--- src/rtl/lsu_issue_queue.sv ---
// In-order LSU issue queue: circular FIFO of memory ops that issues from the head once its sources are ready.
// Optional LSU_IQ_WAKEUP_BYPASS_EN lets a same-cycle CDB match make the head eligible.
package lsu_iq_pkg;
  localparam int unsigned PHYS_REG_BITS = 6;

  typedef struct packed {
    logic [PHYS_REG_BITS-1:0] prd;
    logic [PHYS_REG_BITS-1:0] prs1;
    logic [PHYS_REG_BITS-1:0] prs2;
    logic                     prs1_ready;
    logic                     prs2_ready;
    logic                     mem_read;
    logic                     mem_write;
  } rs_entry_t;
endpackage

module lsu_issue_queue
  import lsu_iq_pkg::*;
#(
  parameter int unsigned DEPTH = 8
) (
  input  logic                     clk,
  input  logic                     rst,
  input  logic                     dispatch_en,
  input  rs_entry_t                dispatch_entry,
  output logic                     full,
  input  logic                     cdb_en,
  input  logic [PHYS_REG_BITS-1:0] cdb_prd,
  input  logic                     lsu_ready,
  output logic                     issue_en,
  output rs_entry_t                issue_entry,
  input  logic                     flush
);

  localparam int unsigned PW = (DEPTH > 1) ? $clog2(DEPTH) : 1;
  localparam int unsigned CW = PW + 1;

  rs_entry_t         mem [DEPTH];
  logic [PW-1:0]     head, tail;
  logic [CW-1:0]     count;
  rs_entry_t         head_entry;
  rs_entry_t         disp_entry;
  logic              eligible;
  logic              push;
  logic              pop;

  assign full = (count == CW'(DEPTH));

  always_comb begin
    head_entry = mem[head];
`ifdef LSU_IQ_WAKEUP_BYPASS_EN
    if (cdb_en && (cdb_prd == head_entry.prs1)) head_entry.prs1_ready = 1'b1;
    if (cdb_en && (cdb_prd == head_entry.prs2)) head_entry.prs2_ready = 1'b1;
`endif
    // loads never wait on src2
    eligible = (count != '0) && head_entry.prs1_ready &&
               (!head_entry.mem_write || head_entry.prs2_ready);
    push = dispatch_en && !full;
    pop  = eligible && lsu_ready;
  end

  // an op dispatched alongside its producer's broadcast must not miss the wakeup
  always_comb begin
    disp_entry = dispatch_entry;
    if (cdb_en && (cdb_prd == dispatch_entry.prs1)) disp_entry.prs1_ready = 1'b1;
    if (cdb_en && (cdb_prd == dispatch_entry.prs2)) disp_entry.prs2_ready = 1'b1;
  end

  always_ff @(posedge clk or negedge rst) begin
    if (!rst) begin
      head        <= '0;
      tail        <= '0;
      count       <= '0;
      issue_en    <= 1'b0;
      issue_entry <= '0;
      for (int unsigned i = 0; i < DEPTH; i++) mem[PW'(i)] <= '0;
    end else if (flush) begin
      head     <= '0;
      tail     <= '0;
      count    <= '0;
      issue_en <= 1'b0;
    end else begin
      if (cdb_en) begin
        for (int unsigned i = 0; i < DEPTH; i++) begin
          if (mem[PW'(i)].prs1 == cdb_prd) mem[PW'(i)].prs1_ready <= 1'b1;
          if (mem[PW'(i)].prs2 == cdb_prd) mem[PW'(i)].prs2_ready <= 1'b1;
        end
      end
      if (push) begin
        mem[tail] <= disp_entry;
        tail      <= tail + PW'(1);
      end
      if (pop) begin
        head        <= head + PW'(1);
        issue_entry <= head_entry;
      end
      issue_en <= pop;
      case ({push, pop})
        2'b10:   count <= count + CW'(1);
        2'b01:   count <= count - CW'(1);
        default: count <= count;
      endcase
    end
  end

endmodule

--- config.mk ---
export PLATFORM = sky130hd
export DESIGN_NAME = lsu_issue_queue
export DESIGN_NICKNAME = d
export VERILOG_FILES = /design/src/rtl/lsu_issue_queue.sv
export SDC_FILE = /design/constraint.sdc
export NUM_CORES = 1
export LEC_CHECK = 0
export ABC_AREA = 1
export ABC_CLOCK_PERIOD_IN_PS = 2700
export CELL_PAD_IN_SITES_DETAIL_PLACEMENT = 0
export CELL_PAD_IN_SITES_GLOBAL_PLACEMENT = 2
export CORE_ASPECT_RATIO = 1.75
export CORE_UTILIZATION = 36
export CTS_CLUSTER_SIZE = 14
export DETAILED_ROUTE_END_ITERATION = 6
export PLACE_DENSITY = 0.8
export SLEW_MARGIN = 30
export SYNTH_ARGS = -nofsm -noshare
export SYNTH_HDL_FRONTEND = slang
export SYNTH_SLANG_ARGS = --single-unit
export TNS_END_PERCENT = 1
--- constraint.sdc ---
create_clock -name clk -period 2.7 [get_ports clk]
set_input_delay 0.675 -clock clk [delete_from_list [all_inputs] [get_ports clk]]
set_output_delay 0.675 -clock clk [all_outputs]
set_load 0.01 [all_outputs]
* Word-level counts from Yosys, hierarchy flattened
Cells that the tools add are included.
** Word-level totals
- Register bits :: 209
- Latch bits :: 0
- Memory bits (writable) :: 0
- Memory bits (read-only) :: 0
- Output and inout bits :: 24
- Word-level logic and storage cells :: 162
- Memories :: 0
** Operators by class
- Add/subtract/negate cells :: 4
- Multipliers :: 0
- Div/mod/pow operators :: 0
- $lt $le $gt $ge :: 3
- Equal/unequal tests :: 21
- Shifts and indexed selects :: 0
- Muxes and demuxes :: 48
- Bitwise operators :: 3
- Reduce and logical (&&, ||, !) cells :: 16
** Operator list (count)
- $bwmux 176 :: 1
- $mux 158 :: 1
- $eq 6x6->1 :: 18
- $bmux 22 s3 :: 1
- $demux 22 s3 :: 1
- $mux 22 :: 3
- $mux 2 :: 16
- $mux 1 :: 19
- $mux 3 :: 4
- $ge 4x4->1 const B :: 2
- $not 3->4 :: 2
- $pmux 4 s2 :: 1
- $logic_and 1x1->1 :: 7
- $add 3x1->3 const B :: 2
- $add 4x1->4 const B :: 1
- $eq 4x4->1 const B :: 1
- $lt 4x1->1 const B :: 1
- $mux 4 :: 1
- $reduce_and 2->1 :: 2
- $reduce_bool 2->1 :: 2
- $reduce_bool 4->1 :: 1
- $sub 4x1->4 const B :: 1
- $reduce_bool 3->1 :: 1
- $eq 2x1->1 const B :: 1
- other kinds (4) :: 5

* Logic depth before layout (Yosys ltp)
- Depth after elaboration :: 11
- Depth in mapped cells :: 21
- Depth with buffers taken out :: 20

* Least setup slack after synthesis
No wires, ideal clock.
- Kind :: input -> register
- Start point :: input lsu_ready
- End point :: register count[3]
- Library setup time :: 116 ps
- Arrival :: 2205 ps
- Data required time :: 2584 ps
- Setup slack :: 379 ps
- Stages :: 17
- Cells stage by stage :: inv_1 a31oi_1 nand2_1 nor2_4 nand2_4 nor2_1 ha_1 inv_1 nand2_1 a21oi_1 or2_2 nand2_1 inv_1 nand2_1 nand2_1 nand2_1 nand2_1
** On the way
- Word-level cells in the longest chain between the ends :: 4
** RTL lines
- start, declared :: line 29 : input logic lsu_ready,
- $logic_and 1x1->1 * :: line 59 : pop = eligible && lsu_ready;
- $eq 2x1->1 or $eq 2x2->1 (tied branches) :: line 98 : case ({push, pop})
- $pmux 4 s2 :: line 98
- $mux 4 :: line 77 : end else if (flush) begin
- end signal, assigned :: line 99 : 2'b10: count <= count + CW'(1);
- end signal, assigned :: line 100 : 2'b01: count <= count - CW'(1);
- end signal, assigned :: line 101 : default: count <= count;
- end, declared :: line 40 : logic [CW-1:0] count;
Every way passes the cells marked *; elsewhere a longest branch is shown, timed or not.
A chain may end at the register's enable or synchronous reset.

* Worst setup path after layout
- Start point :: register count[0]
- End point :: output full
** On the way
- Word-level cells in the longest chain between the ends :: 1
** RTL lines
- $eq 4x4->1 :: line 47 : assign full = (count == CW'(DEPTH));
- end, declared :: line 26 : output logic full,
No other way between the ends.

==> results.toml <==
[timing]
finalSetupTns_ns = 0
layout_worst_path_cycle_share = 0.930
unrepaired_setup_endpoints_after_global_routing = "no"
finalClockSkew_ns = 0.0113
finalHoldViolations = 0
maxSlewViolCount = 0
tightest_slew_ns = 0.726
max_clock_freq_mhz = 398
timing.final.setup_violations = 0
timing.slew.headroom = 0.516
final_period_minus_worst_setup_slack_ns = 2.51

[worst_setup_path]
worst-setup-path-type = "reg2out"
cp_max_fo = 5
worst_path_dominant_cell_family = "buffers and inverters"
critical_path.startpoint_type = "register"
critPathBufInv = 2
worstSetupEndpointType = "output pin"
worst_ep_arrival_time_ns = 1.83
crit_path_cell_trace = "nor2_1, nand3_2, inv_1, clkdlybuf4s50_1"
path_depth = 4
cpPeakStageDelay_ns = 0.52
timing.critical_path.required_ns = 2.03
rr_worst_depth = 18
crit_slowest_cell = "clkdlybuf4s50_1"

[pwr]
internal_power_contribution_mw = 6.50
clock_power_share = 0.308
static-leakage-power_nw = 6.01
comb_power_share = 0.249
netSwitchingPower_mw = 3.16
sequentialPowerShare = 0.443
power.density_nw_per_um2 = 742
vdd_ir_drop_max_uv = 644
switching_power_share_of_the_total = 0.327

[place]
place.detailed.instances = 1810
placement.cell_area_sq_um = 12300
place.detailed.hpwl_mm = 30.0
io_buffers = 57
finalWeightedCongestion = 0.926

[synthesis]
synthFlopType = "dfrtp_1"
postSynthRegisterBits = 209
edff_count_synth = 0
synth_area_sq_um = 10900
synth.yosys.warnings = 0
syn-instance-count = 1374
syn_area_per_cell_sq_um = 7.95
seq_area_frac_synth = 0.479
synth-async-reset-ratio = 1.00
number_of_distinct_library_cells_after_synthesis = 42
syn-num-nets = 1413

[clock_network]
cts-buffers-inserted = 22
clock_tree_from_tritoncts = "done"
clk_path_buf_depth = 3
worstSkewPairLatency_ns = 0.53
cts.reportedPaths.clkPinSlew_ns = 0.06
cts_max_level = 1
clock_tree.root_cell = "clkbuf_16"
clock_sink_count = 209
ctsHoldBuffers = 0

[drt]
detail_route.wl_per_cell_microns = 22.4
detailroute.via_count = 9813
drt_via_density = 5.31
routed_wirelength_mm = 41.3
drtAntennaViolNets = 0
drt_drc_violations_left = 0
initialDrtViolationCount = 609
drt_pass_1_iters = 5

[global_routing]
total_congestion_overflow_after_global_routing = 0
gr-usage-all-layers = 0.274
grt_first_pass_wirelength_mm = 62.2
antenna_found_initial = 0
via_count_of_the_first_global_routing_pass = 9925
grt_max_degree = 58

[floorplan]
starting_density_of_the_core = 0.365
die_area_sq_um = 31100
die_y_microns = 232
core_area_sq_um = 30000
floorplan.die.width_microns = 134
rows = 84
boundaryPins = 58

[flow_run]
timing.max_cap.violations = 0

[layout]
postLayoutCoreUtil = 0.435
mostFrequentLayoutCells = "351 x nand2_1, 222 x o21ai_0, 207 x dfrtp_1"
layout.nets = 1486
layout_commonest_cell = "nand2_1"
insertedDiodeCount = 0
layout.cell_area.non_filler_sq_um = 13000
post_route_cells_drive_above_1_share = 0.0938
area_growth_syn_to_layout_pct = 19.3
post_layout_nonfiller_instances = 1847

[run_status]
status = "finished, final reports clean"

[min_path]
min_path_type = "in2async"
-- synthesized netlist by cell type, drive strengths merged, types with 20 or more instances --
library cell,number,share of area
nand2,357,0.12
o21ai,238,0.11
dfrtp,209,0.48
inv,115,0.040
nor2,73,0.030
nand3,61,0.028
a21oi,56,0.026
buf,45,0.024
clkbuf,41,0.014
xor2,34,0.027
o211ai,31,0.021
o22ai,25,0.014
nor3,20,0.0096
-- what timing repair did --
item	4_1_cts	5_1_grt
setup buffers	0	0
endpoints found under the hold margin	0	0
gates resized for setup	0	6
endpoints found under the setup margin	0	1
-- registers in the layout (all words and copies together) (netlist names) --
register     cells
count            4
head             3
issue_en         1
issue_entry     22
mem            176
tail             3
-- metrics by stage --
step	setup slack [ns]	hold slack, ns	power (mW)
after global placement	-0.0630	0.452	6.69
after detailed placement	-0.0787	0.463	6.74
after global routing	0.0241	0.109	10.2
after CTS	0.0150	0.0967	9.75
final	0.190	0.0895	9.67
after floorplan	0.379	0.379	5.60
-- final cells by class --
| type | instances | area [sq um] |
|---|---|---|
| multi-input combinational | 963 | 4850 |
| timing repair buffer | 135 | 1330 |
| clock inverter | 4 | 36.3 |
| fill | 3132 | 16900 |
| inverter | 116 | 440 |
| sequential | 209 | 5240 |
| clock buffer | 33 | 652 |
| tap | 387 | 484 |
-- routing by layer --
| metal | global-route usage | share of wire |
|---|---|---|
| met3 | 0.0244 | 0.030 |
| met4 | 0.187 | 0.071 |
| met5 | 0 | 0 |
| met1 | 0.286 | 0.36 |
| met2 | 0.514 | 0.54 |
-- power groups by stage --
stage	logic [mW]	clock network, mW	registers [mW]
finish	2.41	2.98	4.28
global route	2.72	3.14	4.37
CTS	2.42	3.05	4.28
detailed placement	2.41	0	4.33
global placement	2.38	0	4.31
floorplan	1.35	0	4.26
-- worst paths after layout --
check | from | end | slack, ns
min in group clk | issue_entry[0] | issue_entry[0] | 0.47
setup reg to reg | head[0] | count[3] | 0.22
hold reg to reg | issue_entry[0] | issue_entry[0] | 0.47
max in group asynchronous | rst | mem[171] | 1.90
hold / removal | rst | mem[90] | 0.09
setup / recovery | count[0] | full | 0.19
-- cell families after synthesis --
kind of cell    share of synthesized area
flops                               0.479
fa+ha+maj                         0.00642
xor+xnor                           0.0377
compound gates                      0.187
simple gates                        0.203
mux                               0.00917
buf+inv                            0.0777
(Power assumes the default switching activity.)
==> RTL edit (same flow settings) <==
Reset style: synchronous (`rst`), changed in one clocked block.
--- a/src/rtl/lsu_issue_queue.sv
+++ b/src/rtl/lsu_issue_queue.sv
@@ -68,3 +68,3 @@
 
-  always_ff @(posedge clk or negedge rst) begin
+  always_ff @(posedge clk) begin
     if (!rst) begin
Check against the original RTL: differs if rst is asserted again (counterexample within 4 cycles, from zero or initial values and one cycle with rst low); with rst held inactive, the same outputs for 4 cycles.
==> RTL edit against the original RTL <==
  * Wire length decreased by 7.2%
  * Register-to-register slack improved by 80 ps
  * Global-route usage shrank 2.3 points
  * Area after synthesis rose by 0.38%
  * Hold slack better by 370 ps
  * Setup slack gained 58 ps
  * Final area increased by 1.3%
  * Sequential cell count up 3
  * Critical path type unchanged
  * Largest cell class unchanged
Power is not compared: it rests on default switching activity, and its combinational part moved more than twofold at a synthesized area within 25%.
==> RTL edit: results (changes against the original RTL) <==
- Most numerous cell types in the synthesized netlist: 351 x sky130_fd_sc_hd__nand2_1, 229 x sky130_fd_sc_hd__nor2_1, 166 x sky130_fd_sc_hd__edfxtp_1, 134 x sky130_fd_sc_hd__nand3_1, 91 x sky130_fd_sc_hd__inv_1
- Instance area after placement: 12500 um^2 (+1.3%)
- Status: completed
- Dominant cells by area after synthesis: sky130_fd_sc_hd__edfxtp_1 45%, sky130_fd_sc_hd__nand2_1 12%, sky130_fd_sc_hd__dfxtp_1 8.4%
- Post-synth EDFFs: 166 (+166)
- Global-route wire length before repair: 56100 um (-9.7%)
- Half-perimeter wire length after placement: 27800 um (-7.1%)
- CP Max Fanout: 4 (-1)
- Number of global-route vias before repair: 9075 (-8.6%)
- Grt met2 use: 49.3% (-2.1 points)
- Aggregate routed wire length: 38300 um (-7.2%)
- Number of fill cells: 3027 (-3.4%)
- Arrival @ worst endpoint: 1780 ps (-50 ps)
- Fin Hold WS: 464 ps (+374 ps)
- Global Route Usage Sum: 25.1% (-2.3 points)
- Async set-reset flop share out of synthesis: 0% (-100 points)
- Class of the most critical hold timing path: reg -> reg
- Clock Skew: 13.2 ps (+1.90 ps)
- Met1 global-route usage: 25.3% (-3.3 points)
- Count of TritonRoute iterations in the first routing pass: 5 (unchanged)
- R2r setup slk: 300 ps (+80 ps)
- Endpoint, Worst Hold: issue_entry[3]
- Clock-pin slew reported for the worst setup and hold paths after clock tree synthesis: 60 ps (about the same)
- Capture instance of the worst register-to-register path: count[3]
- Critical path origin: count[1]
- First-iteration detailed-routing DRC count: 621 (+2.0%)
- Antenna diode count: 0 (unchanged)
- Pin count of the biggest net entering global routing: 44 (-24%)
- Global placement routability congestion: 0.866 (-6.5%)
- Pin slew with the least headroom to its limit: 512 ps (-214 ps)
- Met3 demand-to-capacity share in global routing: 2.31% (-0.13 points)
- Part of the Yosys area used for sequential elements: 53.9% (+6.0 points)
[RTL edit: critical path: stages (launching register included)]
cell and delay, ps:
sky130_fd_sc_hd__dfxtp_1 350, sky130_fd_sc_hd__nor2_1 140, sky130_fd_sc_hd__nand3_1 140, sky130_fd_sc_hd__inv_1 80, sky130_fd_sc_hd__clkdlybuf4s50_1 540
[RTL edit: how the worst max path moves through the flow]
stage | end | cells after the start
2_1_floorplan | count[3] | 16
3_3_place_gp | count[3] | 17
3_5_place_dp | count[3] | 17
4_1_cts | count[3] | 18
5_1_grt | count[3] | 18
6_report | full | 4
[RTL edit: cell type report]
class,count,area [um^2],area share (%)
Clock buffer,34,637,4.83
Clock inverter,6,60.1,0.455
Timing Repair Buffer,144,1370,10.4
Multi-Input combinational cell,919,4310,32.6
Inverter,112,425,3.22
Sequential cell,212,5910,44.8
Tap cell,387,484,3.67
[RTL edit: kinds of logic (layout without fill, tap and decap cells)]
family	Yosys count	after routing	share of synthesized area (%)
XOR/XNOR	46	46	3.68
AO/OA/AOI/OAI	91	91	4.99
adder cells (fa/ha/maj)	6	6	0.753
buffers and inverters	181	296	6.95
AND/OR/NAND/NOR	776	776	29.7
flip-flops	212	212	53.9
[RTL edit: stage by stage]
stage                     power (W)  cells  setup WS, ps
after floorplan             0.00408   1312           331
after global placement      0.00444   1774          -195
after detailed placement    0.00444   1774          -224
after CTS                   0.00748   1814           137
after global routing        0.00765   1814          5.52
final                       0.00742   1814           248
[RTL edit: report_power, final]
part / total (W) / internal, W / leakage, nW / switching, W
clock: 0.00305 / 0.00172 / 0.336 / 0.00132
sequential: 0.00368 / 0.00362 / 2.09 / 0.0000612
combinational: 0.000690 / 0.000258 / 3.19 / 0.000432
total: 0.00742 / 0.00560 / 5.62 / 0.00182
